[src/rtl/tqvp_htfab_fb_pkg.sv]
// Shared framebuffer geometry, queue entry layout and fill-engine state encoding
// for the framebuffer write scheduler.
package tqvp_htfab_fb_pkg;

    localparam int unsigned FB_ROWS   = 16;
    localparam int unsigned FB_ROW_W  = 32;
    localparam int unsigned FB_ADDR_W = 4;

    typedef enum logic [0:0] {
        ST_IDLE = 1'b0,
        ST_FILL = 1'b1
    } fill_state_e;

    typedef struct packed {
        logic [FB_ADDR_W-1:0] addr;
        logic [FB_ROW_W-1:0]  data;
    } fb_entry_t;

endpackage

[src/rtl/tqvp_htfab_fb_sched_if.sv]
// CPU row-write handshake plus the registered framebuffer write port.
interface tqvp_htfab_fb_sched_if;
    import tqvp_htfab_fb_pkg::*;

    logic                 wr_valid;
    logic [FB_ADDR_W-1:0] wr_addr;
    logic [FB_ROW_W-1:0]  wr_data;
    logic                 wr_ready;
    logic                 fb_we;
    logic [FB_ADDR_W-1:0] fb_addr;
    logic [FB_ROW_W-1:0]  fb_data;

    modport master (
        output wr_valid, wr_addr, wr_data,
        input  wr_ready, fb_we, fb_addr, fb_data
    );

    modport slave (
        input  wr_valid, wr_addr, wr_data,
        output wr_ready, fb_we, fb_addr, fb_data
    );

endinterface

[src/rtl/tqvp_htfab_fb_sched_fifo.sv]
// Write-queue storage and pointers; occupancy comes only from the registered count,
// so there is no empty-to-head bypass.
module fb_sched_fifo
    import tqvp_htfab_fb_pkg::*;
#(
    parameter int unsigned DEPTH = 4
) (
    input  logic      clk,
    input  logic      rst_n,
    input  logic      push,
    input  fb_entry_t push_entry,
    input  logic      pop,
    output fb_entry_t head,
    output logic [4:0] level,
    output logic      ready
);

    localparam int unsigned PTR_W = $clog2(DEPTH);

    fb_entry_t        mem_q [DEPTH];
    fb_entry_t        mem_d [DEPTH];
    logic [PTR_W-1:0] wr_ptr_q, wr_ptr_d;
    logic [PTR_W-1:0] rd_ptr_q, rd_ptr_d;
    logic [4:0]       count_q, count_d;

    assign level = count_q;
    assign ready = (count_q != 5'(DEPTH));
    assign head  = mem_q[rd_ptr_q];

    always_comb begin
        mem_d    = mem_q;
        wr_ptr_d = wr_ptr_q;
        rd_ptr_d = rd_ptr_q;
        if (push) begin
            mem_d[wr_ptr_q] = push_entry;
            wr_ptr_d        = wr_ptr_q + 1'b1;
        end
        if (pop) begin
            rd_ptr_d = rd_ptr_q + 1'b1;
        end
        count_d = count_q + 5'(push) - 5'(pop);
    end

    always_ff @(posedge clk) begin
        if (!rst_n) begin
            wr_ptr_q <= '0;
            rd_ptr_q <= '0;
            count_q  <= '0;
        end else begin
            wr_ptr_q <= wr_ptr_d;
            rd_ptr_q <= rd_ptr_d;
            count_q  <= count_d;
        end
    end

    always_ff @(posedge clk) begin
        mem_q <= mem_d;
    end

endmodule

[src/rtl/tqvp_htfab_fb_sched.sv]
// Framebuffer write scheduler: queued CPU row writes and a whole-frame fill engine
// share one registered row-write port. Fill engine present only with TQVP_FB_SCHED_FILL_EN.
module tqvp_htfab_fb_sched
    import tqvp_htfab_fb_pkg::*;
#(
    parameter int unsigned FIFO_DEPTH = 4
) (
    input  logic                 clk,
    input  logic                 rst_n,
    tqvp_htfab_fb_sched_if.slave bus,
    input  logic                 vblank,
    input  logic                 sync_mode,
    input  logic                 fill_start,
    input  logic [FB_ROW_W-1:0]  fill_pattern,
    output logic                 fill_busy,
    output logic [4:0]           level,
    output logic                 overrun,
    input  logic                 clr_overrun
);

    fb_entry_t            head;
    fb_entry_t            push_entry;
    logic                 push, fifo_ready;
    logic                 commit_ok, q_req, grant_q, grant_f;
    logic [FB_ADDR_W-1:0] fill_row;
    logic [FB_ROW_W-1:0]  fill_data;

    logic                 fb_we_q, fb_we_d;
    logic [FB_ADDR_W-1:0] fb_addr_q, fb_addr_d;
    logic [FB_ROW_W-1:0]  fb_data_q, fb_data_d;
    logic                 vblank_q, overrun_q, overrun_d, ovr_set;

    assign push_entry   = '{addr: bus.wr_addr, data: bus.wr_data};
    assign push         = bus.wr_valid && fifo_ready;
    assign bus.wr_ready = fifo_ready;
    assign commit_ok    = !sync_mode || vblank;
    assign q_req        = (level != 5'd0);

    fb_sched_fifo #(.DEPTH(FIFO_DEPTH)) u_fifo (
        .clk        (clk),
        .rst_n      (rst_n),
        .push       (push),
        .push_entry (push_entry),
        .pop        (grant_q),
        .head       (head),
        .level      (level),
        .ready      (fifo_ready)
    );

`ifdef TQVP_FB_SCHED_FILL_EN
    fill_state_e          state_q, state_d;
    logic [FB_ADDR_W-1:0] row_q, row_d;
    logic [FB_ROW_W-1:0]  pattern_q, pattern_d;
    logic                 rr_q, rr_d;

    assign fill_busy = (state_q == ST_FILL);
    assign fill_row  = row_q;
    assign fill_data = pattern_q;

    // rr_q set means fill has priority when both sides request.
    always_comb begin
        state_d   = state_q;
        row_d     = row_q;
        pattern_d = pattern_q;
        rr_d      = rr_q;
        grant_q   = commit_ok && q_req && (!fill_busy || !rr_q);
        grant_f   = commit_ok && fill_busy && (!q_req || rr_q);
        if (grant_q) begin
            rr_d = 1'b1;
        end else if (grant_f) begin
            rr_d = 1'b0;
        end
        case (state_q)
            ST_IDLE: begin
                if (fill_start) begin
                    state_d   = ST_FILL;
                    row_d     = '0;
                    pattern_d = fill_pattern;
                end
            end
            ST_FILL: begin
                if (grant_f) begin
                    row_d = row_q + 1'b1;
                    if (row_q == FB_ADDR_W'(FB_ROWS - 1)) begin
                        state_d = ST_IDLE;
                    end
                end
            end
            default: state_d = ST_IDLE;
        endcase
    end

    always_ff @(posedge clk) begin
        if (!rst_n) begin
            state_q   <= ST_IDLE;
            row_q     <= '0;
            pattern_q <= '0;
            rr_q      <= 1'b0;
        end else begin
            state_q   <= state_d;
            row_q     <= row_d;
            pattern_q <= pattern_d;
            rr_q      <= rr_d;
        end
    end
`else
    logic unused_fill;

    assign unused_fill = ^{fill_start, fill_pattern};
    assign fill_busy   = 1'b0;
    assign fill_row    = '0;
    assign fill_data   = '0;
    assign grant_q     = commit_ok && q_req;
    assign grant_f     = 1'b0;
`endif

    always_comb begin
        fb_we_d   = grant_q || grant_f;
        fb_addr_d = fb_addr_q;
        fb_data_d = fb_data_q;
        if (grant_q) begin
            fb_addr_d = head.addr;
            fb_data_d = head.data;
        end else if (grant_f) begin
            fb_addr_d = fill_row;
            fb_data_d = fill_data;
        end
        ovr_set   = vblank_q && !vblank && sync_mode && (q_req || fill_busy);
        overrun_d = ovr_set ? 1'b1 : (clr_overrun ? 1'b0 : overrun_q);
    end

    always_ff @(posedge clk) begin
        if (!rst_n) begin
            fb_we_q   <= 1'b0;
            fb_addr_q <= '0;
            fb_data_q <= '0;
            vblank_q  <= 1'b0;
            overrun_q <= 1'b0;
        end else begin
            fb_we_q   <= fb_we_d;
            fb_addr_q <= fb_addr_d;
            fb_data_q <= fb_data_d;
            vblank_q  <= vblank;
            overrun_q <= overrun_d;
        end
    end

    assign bus.fb_we   = fb_we_q;
    assign bus.fb_addr = fb_addr_q;
    assign bus.fb_data = fb_data_q;
    assign overrun     = overrun_q;

endmodule
[src/flat_wrapper.sv]
// flat-port wrapper written by rule: the top's interface ports become plain ports
module tqvp_htfab_fb_sched_flat import tqvp_htfab_fb_pkg::*;
#(
    parameter int unsigned FIFO_DEPTH = 4
)
  (clk, rst_n, vblank, sync_mode, fill_start, fill_pattern, fill_busy, level, overrun, clr_overrun, bus_wr_valid, bus_wr_addr, bus_wr_data, bus_wr_ready, bus_fb_we, bus_fb_addr, bus_fb_data);
  tqvp_htfab_fb_sched_if bus_i ();
  input  logic clk;
  input  logic rst_n;
  input  logic vblank;
  input  logic sync_mode;
  input  logic fill_start;
  input  logic [FB_ROW_W-1:0] fill_pattern;
  output logic fill_busy;
  output logic [4:0] level;
  output logic overrun;
  input  logic clr_overrun;
  input wire logic [$bits(bus_i.wr_valid)-1:0] bus_wr_valid;
  input wire logic [$bits(bus_i.wr_addr)-1:0] bus_wr_addr;
  input wire logic [$bits(bus_i.wr_data)-1:0] bus_wr_data;
  output wire logic [$bits(bus_i.wr_ready)-1:0] bus_wr_ready;
  output wire logic [$bits(bus_i.fb_we)-1:0] bus_fb_we;
  output wire logic [$bits(bus_i.fb_addr)-1:0] bus_fb_addr;
  output wire logic [$bits(bus_i.fb_data)-1:0] bus_fb_data;
  assign bus_i.wr_valid = bus_wr_valid;
  assign bus_i.wr_addr = bus_wr_addr;
  assign bus_i.wr_data = bus_wr_data;
  assign bus_wr_ready = bus_i.wr_ready;
  assign bus_fb_we = bus_i.fb_we;
  assign bus_fb_addr = bus_i.fb_addr;
  assign bus_fb_data = bus_i.fb_data;
  tqvp_htfab_fb_sched #(.FIFO_DEPTH(FIFO_DEPTH)) u_core (.clk(clk), .rst_n(rst_n), .bus(bus_i), .vblank(vblank), .sync_mode(sync_mode), .fill_start(fill_start), .fill_pattern(fill_pattern), .fill_busy(fill_busy), .level(level), .overrun(overrun), .clr_overrun(clr_overrun));
endmodule
[config.mk]
export PLATFORM = sky130hd
export DESIGN_NAME = tqvp_htfab_fb_sched_flat
export DESIGN_NICKNAME = d
export VERILOG_FILES = /design/src/rtl/tqvp_htfab_fb_pkg.sv /design/src/rtl/tqvp_htfab_fb_sched_if.sv /design/src/rtl/tqvp_htfab_fb_sched_fifo.sv /design/src/rtl/tqvp_htfab_fb_sched.sv /design/src/flat_wrapper.sv
export SDC_FILE = /design/constraint.sdc
export NUM_CORES = 1
export LEC_CHECK = 0
export CAP_MARGIN = 20
export CORE_MARGIN = 1.5
export CORE_UTILIZATION = 57
export CTS_CLUSTER_SIZE = 16
export DETAILED_ROUTE_END_ITERATION = 7
export PLACE_DENSITY = 0.87
export REMOVE_ABC_BUFFERS = 1
export SYNTH_ARGS = -nofsm -noshare
export SYNTH_HDL_FRONTEND = slang
export SYNTH_SLANG_ARGS = --single-unit
export TNS_END_PERCENT = 50
[constraint.sdc]
create_clock -name clk -period 6.61 [get_ports clk]
set_clock_uncertainty 0.15 [all_clocks]
set_input_delay 1.322 -clock clk [delete_from_list [all_inputs] [get_ports clk]]
set_output_delay 1.322 -clock clk [all_outputs]
set_load 0.01 [all_outputs]
==> results.yml <==
timing:
  setup_viol: 0
  hold_ws_ps: 307.3
  setup_tns_ps: 0
  slew_headroom: 0.2843
  rsz0062_at_grt: "no"
  hold_viol_final: 0
  period_share: 0.6249
  period_minus_slack_ps: 4131
  finalMaxSlewViolations: 0
  worst_slew_pin_slew_ps: 1071
  max_freq_mhz: 242.1
synth:
  syn_inst: 385
  yosys-top-cells-count: "edfxtp_1, dfxtp_1, nand2_1, mux4_2, o2bb2ai_1"
  synth_edf_count: 144
  yosysTopAreaCell: "edfxtp_1"
  ys_top_cells_by_area: "edfxtp_1, dfxtp_1, mux4_2"
  dominantRegCellSynth: "edfxtp_1"
  avgSynthCellArea_um2: 18.64
  ys_seq_area_frac: 0.7365
  synth_top_cell_area_share: 0.6026
  async_reset_ff_frac: 0
  ys_warn_count: 0
  synth_area_um2: 7176
  yosysMostFrequentCell: "edfxtp_1"
  ys_ff_latch: 192
  synth_cell_type_count: 37
layout:
  antenna_cells: 0
  area_growth_pct: 21.43
  layout.nets: 554
  fin_area_um2: 8713
  fillers: 778
  final_layout_size_suffix_gt1_frac: 0.1705
drt:
  drcViolationCount: 0
  vias: 3657
  wire_per_inst_um: 19.46
  drt_iter0_markers: 237
  drt_first_pass_iters: 4
  postRouteAntennaNets: 0
  viasPerCell: 5.635
  totalWireLength_mm: 12.63
critical_path:
  cp-start-kind: "input pin"
  arrival_ps: 4290
  worst-setup-path-type: "in -> reg"
  critical-path-top-delay-family: "adder cells"
  cp.required_ps: 6770
  cp_slowest_stage_delay_ps: 610
  end_kind: "flip-flop"
  path_cells: "clkdlybuf4s50_1 -> nor2b_1 -> nor2_4 -> ha_1 -> inv_1 -> ha_1 -> fa_1 -> a21oi_1 -> o21bai_1 -> mux2_2"
  crit_buf_inv: 2
  cp_max_fo: 37
  cp_common_cell: "ha_1"
  crit_slowest_cell: "nor2b_1"
placement:
  hpwlAfterDp_mm: 7.136
  dpl_cell_area_um2: 8112
  io_buffers: 85
  place.gp.congestion: 0.7249
clock_network:
  post_cts_buffers: 0
  clkSlewWorstSetupHoldPaths_ps: 60
  clk_latency_ps: 430
  cts_resized: 0
  cts_sinks: 192
  cts_buffers: 17
  cts-hold-fix-buffers: 0
  cts_tree: "built"
  clockRootBuffer: "clkbuf_16"
  clockBufferDepth: 2
  htree_levels: 4
global_route:
  grt-ovfl-total: 0
  antenna_found_initial: 0
  grt_usage: 0.2118
  grt_pass1_vias: 3793
  grt_pass1_wl_mm: 20.06
  grt_max_degree: 44
floorplan:
  die_h_um: 115.2
  start_util: 0.5900
  core_area_um2: 12160
  die_x_um: 115.2
  rows: 40
  boundaryPins: 120
  dieArea_um2: 13270
power:
  p_per_area_nw_per_um2: 397.5
  p_leak_nw: 2.853
  peakVddDrop_mv: 0.2282
  finalPower_w: 0.003463
status:
  run_status: "finished, final reports clean"
flow_run:
  drv_cap: 0
min_path:
  min_path_type: "reg -> reg"
## kinds of logic (layout without fill, tap and decap cells)
| group | Yosys count | after routing | synth area share |
|---|---|---|---|
| AOI/OAI and AO/OA | 49 | 49 | 0.05580 |
| xor gates and xnor gates | 2 | 2 | 0.002442 |
| adders and majority gates | 11 | 11 | 0.02023 |
| buffers and inverters | 32 | 128 | 0.02459 |
| DFF | 192 | 192 | 0.7365 |
| muxes | 38 | 38 | 0.1160 |
| other | 1 | 1 | 0.0005226 |
| and+or+nand+nor | 60 | 60 | 0.04394 |
## power breakdown
group          switching (W)  internal (W)
combinational       0.000391      0.000464
sequential          0.000109       0.00148
clock               0.000409      0.000607
total               0.000909       0.00255
## metrics by stage
stage / utilization / instances / setup WS (ps)
3_5_place_dp: 0.6670 / 617 / 2058
5_1_grt: 0.7165 / 649 / 2387
2_1_floorplan: - / 362 / 2738
4_1_cts: 0.7165 / 649 / 2527
3_3_place_gp: 0.6670 / 617 / 2151
6_report: 0.7165 / 649 / 2479
## cell type report
type                       instances  area [µm²]  share of cell area
sequential                       192        5288              0.6068
inverter                           9       33.78            0.003877
clock inverter                     8       100.1             0.01149
tap                              168       210.2             0.02412
multi-input combinational        161        1719              0.1973
clock buffer                      24       501.7             0.05758
timing repair buffer              87       860.8             0.09879
## registers in the layout, indices dropped and copies added, names as in the netlist, 2 cells and up
register,cells
u_core.bus.fb_data,32
u_core.u_fifo.mem_q,144
u_core.u_fifo.wr_ptr_q,2
u_core.bus.fb_addr,4
u_core.u_fifo.rd_ptr_q,2
u_core.u_fifo.level,5
## final timing paths
path              slack [ps]                endpoint                    from  depth (start not counted)
setup / recovery        2480  u_core.u_fifo.level[4]               sync_mode                         10
hold / removal           310   u_core.bus.fb_addr[0]   u_core.bus.fb_addr[0]                          2
setup reg to reg        3320  u_core.u_fifo.level[4]  u_core.u_fifo.level[3]                         11
hold reg to reg          310   u_core.bus.fb_addr[0]   u_core.bus.fb_addr[0]                          2
## placed cells by master (no fill, tap or decap), drive strengths merged, types with 4 or more instances in the layout
cell / Yosys / final
a21oi: 7 / 7
and2: 4 / 4
and3: 4 / 4
clkbuf: 7 / 24
clkdlybuf4s50: 0 / 84
dfxtp: 48 / 48
edfxtp: 144 / 144
ha: 10 / 10
inv: 9 / 10
mux4: 36 / 36
nand2: 38 / 38
o2bb2ai: 36 / 36
## tightest hold or removal path: cells and delay by family, from the launching register on
| kind | cells | cell delay (ps) |
|---|---|---|
| AO/OA/AOI/OAI | 1 | 60 |
| flip-flops | 1 | 310 |
| AND/OR/NAND/NOR | 1 | 50 |
## layer usage
| metal | vias up | wire, µm | part of all wire | global-route usage |
|---|---|---|---|---|
| met5 | - | 0 | 0 | 0 |
| met4 | 0 | 186 | 0.015 | 0.08642 |
| met3 | 13 | 922 | 0.073 | 0.05799 |
| met2 | 133 | 6523 | 0.52 | 0.3413 |
| met1 | 1839 | 4994 | 0.40 | 0.2776 |
| li1 | 1672 | - | - | - |
Power figures use the tool's default switching activity.
